[src/rtl/fp_pipe_pkg.sv]
// Shared types and helpers for the pipelined FP adder datapath.
// Holds the (generate, propagate) pair type, the add/sub op encoding
// and a constant-foldable ceil(log2) used to size prefix trees.
package fp_pipe_pkg;

  // One prefix-tree entry: group generate and group propagate.
  typedef struct packed {
    logic g;
    logic p;
  } gp_t;

  localparam logic OP_ADD = 1'b0;
  localparam logic OP_SUB = 1'b1;

  // ceil(log2(v)) for v >= 1; clog2(1) = 0.
  function automatic int clog2(input int v);
    int r;
    r = 0;
    for (int i = 0; i < 31; i++) begin
      if ((1 << i) < v) r = i + 1;
    end
    return r;
  endfunction

endpackage

[src/rtl/prefix_cell.sv]
// Kogge-Stone (G,P) combine operator: folds a lower group into a higher one.
// Latency: combinational, zero cycles.
// Backpressure: none, pure logic.
// Ports: hi_i = more-significant group, lo_i = adjacent less-significant
//        group, res_o = combined group spanning both.
module prefix_cell
  import fp_pipe_pkg::*;
(
  input  gp_t hi_i,
  input  gp_t lo_i,
  output gp_t res_o
);

  assign res_o.g = hi_i.g | (hi_i.p & lo_i.g);
  assign res_o.p = hi_i.p & lo_i.p;

endmodule

[src/rtl/prefix_addsub_pipe.sv]
// Fully pipelined Kogge-Stone adder/subtractor with carry/borrow-in, flags and tag.
// Latency: clog2(WIDTH)+2 cycles from acceptance to out_valid; 1 op/cycle.
// Backpressure: one global enable (~out_valid | out_ready) freezes every stage, bubbles included.
// Ports: clk/rst_n (async active-low); in_valid/in_ready + a, b, sub, cin,
//        tag_in on the input side; out_valid/out_ready + sum, cout (1 = no
//        borrow when subtracting), ovf (signed), zero, tag_out on the output.
module prefix_addsub_pipe
  import fp_pipe_pkg::*;
#(
  parameter int WIDTH = 32,
  parameter int TAG_W = 4
) (
  input  logic             clk,
  input  logic             rst_n,
  input  logic             in_valid,
  output logic             in_ready,
  input  logic [WIDTH-1:0] a,
  input  logic [WIDTH-1:0] b,
  input  logic             sub,
  input  logic             cin,
  input  logic [TAG_W-1:0] tag_in,
  output logic             out_valid,
  input  logic             out_ready,
  output logic [WIDTH-1:0] sum,
  output logic             cout,
  output logic             ovf,
  output logic             zero,
  output logic [TAG_W-1:0] tag_out
);

  localparam int LEVELS = clog2(WIDTH);
  localparam int WINDOW = 1 << LEVELS;

  logic en;
  logic out_valid_q;

  assign en       = ~out_valid_q | out_ready;
  assign in_ready = en;

  // Stage view: index 0 is S0, index k is the output of prefix level k.
  // Entry 0 of each gp vector is the carry-in; entry i+1 belongs to bit i.
  gp_t  [WIDTH:0]   stage_gp  [0:LEVELS];
  logic [WIDTH-1:0] stage_hs  [0:LEVELS];
  logic [TAG_W-1:0] stage_tag [0:LEVELS];
  logic [LEVELS:0]  stage_vld;

  // ---------------- S0: operand conditioning and bitwise g/p ----------------
  logic             is_sub;
  logic             c0;
  logic [WIDTH-1:0] b_eff;
  logic [WIDTH-1:0] s0_hs_d;
  gp_t  [WIDTH:0]   s0_gp_d;

  gp_t  [WIDTH:0]   s0_gp_q;
  logic [WIDTH-1:0] s0_hs_q;
  logic [TAG_W-1:0] s0_tag_q;
  logic             s0_vld_q;

  // Subtract is A + ~B + ~borrow, so both B and the carry-in get inverted.
  always_comb begin
    is_sub     = (sub == OP_SUB);
    b_eff      = b ^ {WIDTH{is_sub}};
    c0         = cin ^ is_sub;
    s0_hs_d    = a ^ b_eff;
    s0_gp_d    = '0;
    s0_gp_d[0] = '{g: c0, p: c0};
    for (int i = 0; i < WIDTH; i++) begin
      s0_gp_d[i+1].g = a[i] & b_eff[i];
      s0_gp_d[i+1].p = s0_hs_d[i];
    end
  end

  always_ff @(posedge clk or negedge rst_n) begin
    if (!rst_n) begin
      s0_vld_q <= 1'b0;
      s0_gp_q  <= '0;
      s0_hs_q  <= '0;
      s0_tag_q <= '0;
    end else if (en) begin
      s0_vld_q <= in_valid;
      s0_gp_q  <= s0_gp_d;
      s0_hs_q  <= s0_hs_d;
      s0_tag_q <= tag_in;
    end
  end

  assign stage_gp[0]  = s0_gp_q;
  assign stage_hs[0]  = s0_hs_q;
  assign stage_tag[0] = s0_tag_q;
  assign stage_vld[0] = s0_vld_q;

  // ---------------- S1..S_LEVELS: one registered prefix level each ----------
  for (genvar k = 0; k < LEVELS; k++) begin : g_lvl
    localparam int SPAN = 1 << k;

    gp_t  [WIDTH:0]   gp_d;
    gp_t  [WIDTH:0]   gp_q;
    logic [WIDTH-1:0] hs_q;
    logic [TAG_W-1:0] tag_q;
    logic             vld_q;

    for (genvar i = 0; i <= WIDTH; i++) begin : g_pos
      if (i >= SPAN) begin : g_cell
        prefix_cell u_cell (
          .hi_i  (stage_gp[k][i]),
          .lo_i  (stage_gp[k][i-SPAN]),
          .res_o (gp_d[i])
        );
      end else begin : g_pass
        assign gp_d[i] = stage_gp[k][i];
      end
    end

    always_ff @(posedge clk or negedge rst_n) begin
      if (!rst_n) begin
        vld_q <= 1'b0;
        gp_q  <= '0;
        hs_q  <= '0;
        tag_q <= '0;
      end else if (en) begin
        vld_q <= stage_vld[k];
        gp_q  <= gp_d;
        hs_q  <= stage_hs[k];
        tag_q <= stage_tag[k];
      end
    end

    assign stage_gp[k+1]  = gp_q;
    assign stage_hs[k+1]  = hs_q;
    assign stage_tag[k+1] = tag_q;
    assign stage_vld[k+1] = vld_q;
  end

  // ---------------- S_LEVELS+1: sum and flags --------------------------------
  gp_t [WIDTH:0] gf;
  gp_t           top_gp;

  assign gf = stage_gp[LEVELS];

  // After LEVELS levels each entry spans WINDOW positions. When WIDTH is a
  // power of two the top entry spans bits 0..WIDTH-1 but stops just short of
  // the carry-in at entry 0, so one more combine folds it in for cout.
  if (WINDOW == WIDTH) begin : g_top_fold
    prefix_cell u_top (
      .hi_i  (gf[WIDTH]),
      .lo_i  (gf[0]),
      .res_o (top_gp)
    );
  end else begin : g_top_direct
    assign top_gp = gf[WIDTH];
  end

  logic             unused_gp;
  assign unused_gp = ^{top_gp.p, gf};

  logic [WIDTH-1:0] sum_d;
  logic             cout_d;
  logic             ovf_d;
  logic             zero_d;

  // gf[i].g is the carry into bit i.
  always_comb begin
    sum_d = '0;
    for (int i = 0; i < WIDTH; i++) begin
      sum_d[i] = stage_hs[LEVELS][i] ^ gf[i].g;
    end
    cout_d = top_gp.g;
    ovf_d  = top_gp.g ^ gf[WIDTH-1].g;
    zero_d = ~|sum_d;
  end

  logic [WIDTH-1:0] sum_q;
  logic             cout_q;
  logic             ovf_q;
  logic             zero_q;
  logic [TAG_W-1:0] tag_out_q;

  always_ff @(posedge clk or negedge rst_n) begin
    if (!rst_n) begin
      out_valid_q <= 1'b0;
      sum_q       <= '0;
      cout_q      <= 1'b0;
      ovf_q       <= 1'b0;
      zero_q      <= 1'b0;
      tag_out_q   <= '0;
    end else if (en) begin
      out_valid_q <= stage_vld[LEVELS];
      sum_q       <= sum_d;
      cout_q      <= cout_d;
      ovf_q       <= ovf_d;
      zero_q      <= zero_d;
      tag_out_q   <= stage_tag[LEVELS];
    end
  end

  assign out_valid = out_valid_q;
  assign sum       = sum_q;
  assign cout      = cout_q;
  assign ovf       = ovf_q;
  assign zero      = zero_q;
  assign tag_out   = tag_out_q;

endmodule

[config.mk]
export PLATFORM = sky130hd
export DESIGN_NAME = prefix_addsub_pipe
export DESIGN_NICKNAME = d
export VERILOG_FILES = /design/src/rtl/fp_pipe_pkg.sv /design/src/rtl/prefix_cell.sv /design/src/rtl/prefix_addsub_pipe.sv
export SDC_FILE = /design/constraint.sdc
export NUM_CORES = 1
export LEC_CHECK = 0
export ABC_AREA = 1
export CAP_MARGIN = 40
export CELL_PAD_IN_SITES_DETAIL_PLACEMENT = 1
export CELL_PAD_IN_SITES_GLOBAL_PLACEMENT = 1
export CORE_MARGIN = 1
export CORE_UTILIZATION = 36
export CTS_CLUSTER_SIZE = 24
export DETAILED_ROUTE_END_ITERATION = 6
export PLACE_DENSITY = 0.72
export SETUP_SLACK_MARGIN = 0.15
export SLEW_MARGIN = 0
export SYNTH_ARGS = -nofsm -noshare
export SYNTH_HDL_FRONTEND = slang
export SYNTH_SLANG_ARGS = --single-unit
[constraint.sdc]
create_clock -name clk -period 1.9 [get_ports clk]
set_input_delay 0.19 -clock clk [delete_from_list [all_inputs] [get_ports clk]]
set_output_delay 0.19 -clock clk [all_outputs]
set_load 0.05 [all_outputs]
==> metrics.txt <==
first-pass GRT wire length 98.8 mm; H-tree Lvls 2; sequential share of the synthesized area 62.2%; RD Place Congestion 0.823; Tcrit/Tclk final 90.0%; num rows 91; multiplexer share of the synthesized area 0%; 1st-iter DRT viols 1,053; Remaining Overflow, GRT 0; combinational power share 28.8%; ANT cells 0; area growth from synthesis to layout 19.8%; WS Path Type flip-flop to output port; Post-Synth XOR/XNOR Area 2.09%; largest net degree at the start of global routing 105; worst slew pin tran 0.613 ns; Cells after Synth 2,379; worst-path cell chain clkdlybuf4s15_1; DRC 0; initial antenna violation count 1; Pre-antenna DRT Iters 5; Final Slew Violations 0; max cap viols 0; Crit-path slowest cell clkdlybuf4s15_1; post-placement setup slack 0.112 ns; Hold WS 0.0275 ns; status finished, final reports clean; Initial Util 36.6%; clk_skew 0.0234 ns; largest family of logic cells by synthesized area simple AND/OR/NAND/NOR gates; placed cell count 3,277; CP bufs+invs 1; Core Area 0.0619 mm²; CTS tree built; WL per Instance 17.7 µm; P_int 28,000 µW; Sw Share 37.8%; num ports 115; Post-Route WL 60.1 mm; Tmin final 1.71 ns; Die H 253 µm; Clk pwr share 26.0%; Crit path max-delay family buffers and inverters; Sw Pwr 17,000 µW; Final Hold Violating Endpoints 0; leak pwr 0.0129 µW; Num CTS Buffers 59; DR vias 16,700; worst setup margin 0.190 ns; Nets 2,612; crit-path max FO 2; die area 0.0639 mm²; GRT Util Overall 19.4%; Port-buffer cells 114; Clk pin slew, worst setup/hold paths 0.06 ns; CTS Root Cell clkbuf_16; Tot Pwr 45,000 µW; Slew HR 59.1%; worst ir drop on vdd 0.000785 V; Flop pwr share 45.3%; total negative slack 0 ns; Final HPWL DP 42.4 mm; drt via density 4.92; clk sinks 563; die width 253 µm; Synth Warn # 0; maximum clock insertion buffer count 3; post-synthesis adder-cell area fraction 1.77%; Yosys cell types 23; Crit path arrival time 1.52 ns; layout cell share with drive strength beyond 1 7.84%; final setup fails 0; antenna-violating nets left 0; Startpoint Class flip-flop; simple-gate area share of the yosys netlist 15.7%; RSZ-0062 raised after global routing false; Power Density 1660 mW/mm²; Worst path max stage delay 0.52 ns; Finished Layout Cells 3,387; commonest cells after routing, fill and taps aside nand2_1 (864), dfrtp_1 (562), o21ai_0 (316); Worst Setup End Kind output port; class of the worst hold path input pin to asynchronous set/reset pin; Cell Area, Synth 0.0226 mm²; vias in the first global route 17,800; Compound-Gate Fraction of Synth Area 12.7%; syn avg cell area 9.52 µm²; commonest non-fill, non-tap cell in the layout nand2_1; CP Data Required Time 1.71 ns; Clk Latency, worst-skew pair 0.63 ns; Post-Syn Nets 2,485; f_max 585 MHz; Synth Register Bits 563
==> cells in the mapped netlist (all sizes together) <==
cell type,instances,area share [%]
o21a,1,0.033
o31ai,23,1.3
o221ai,31,1.2
clkbuf,31,0.52
inv,162,2.7
nor2,12,0.20
xor2,36,1.4
dfrtp,563,62
buf,94,2.4
nand3,51,1.1
o211ai,1,0.033
nand2,865,14
o21ai,355,7.8
a21oi,103,2.3
o22ai,1,0.028
ha,32,1.8
xnor2,18,0.70
==> final cells by class <==
cell class	count	area (µm²)
inverter	162	616
sequential	563	14100
multi-input combinational	1529	7310
clock inverter	16	201
tap	837	1050
clock buffer	89	1760
fill	7056	34800
timing repair buffer	191	2110
==> what timing repair did <==
item                       4_1_cts  5_1_grt
hold buffers                     1        0
hold endpoints to repair       563        0
pin swaps                        1        0
resized for setup               54        6
setup buffers                    2        0
cloned                           2        0
setup endpoints to repair       41        5
==> registers in the layout, indices dropped and copies added (netlist names), 4 cells and up <==
signal,flops
g_lvl.gp_q,268
g_lvl.hs_q,160
g_lvl.tag_q,20
g_lvl.vld_q,5
s0_gp_q,33
s0_hs_q,31
s0_tag_q,4
sum,32
tag_out,4
==> worst paths after layout <==
path                             startpoint           endpoint  slack, ns  cells past startpoint
worst max-delay path                sum[10]            sum[10]       0.19                      1
worst min-delay path                  rst_n  g_lvl[2].gp_q[17]       0.03                      2
worst max register to register    out_valid  g_lvl[0].gp_q[12]       0.27                      6
worst min register to register  s0_tag_q[3]        s0_tag_q[3]       0.47                      2
max in group asynchronous             rst_n  g_lvl[4].hs_q[26]       0.99                      3
min in group clk                  tag_in[0]        s0_tag_q[0]       0.11                      3
==> through the flow <==
| step | util, % | area (µm²) |
|---|---|---|
| after floorplan | - | 22600 |
| after global placement | 40.5 | 25100 |
| after detailed placement | 40.5 | 25100 |
| after CTS | 43.8 | 27100 |
| after global routing | 43.8 | 27100 |
| final | 43.8 | 27100 |
==> power groups by stage <==
stage / logic, µW / clock network [µW] / registers (µW)
after floorplan: 7240 / 0 / 20400
after global placement: 12500 / 0 / 20300
after detailed placement: 13100 / 0 / 20600
after CTS: 13200 / 12000 / 20400
after global routing: 14600 / 12400 / 20900
final: 12900 / 11700 / 20400
==> cells by family after synthesis <==
family | count (synthesis)
simple gates | 928
buf+inv | 287
xor+xnor | 54
flops | 563
fa+ha+maj | 32
compound gates | 515
==> layer usage <==
layer  up-vias  share of wire (%)  track usage (%)
met5         -              0.033                0
met1      8441                 47             26.9
met3        94                2.9             2.45
li1       7911                  -                -
met2       220                 47             31.6
met4         2                2.6             6.10
No activity file was read; power rests on OpenSTA's default activity.
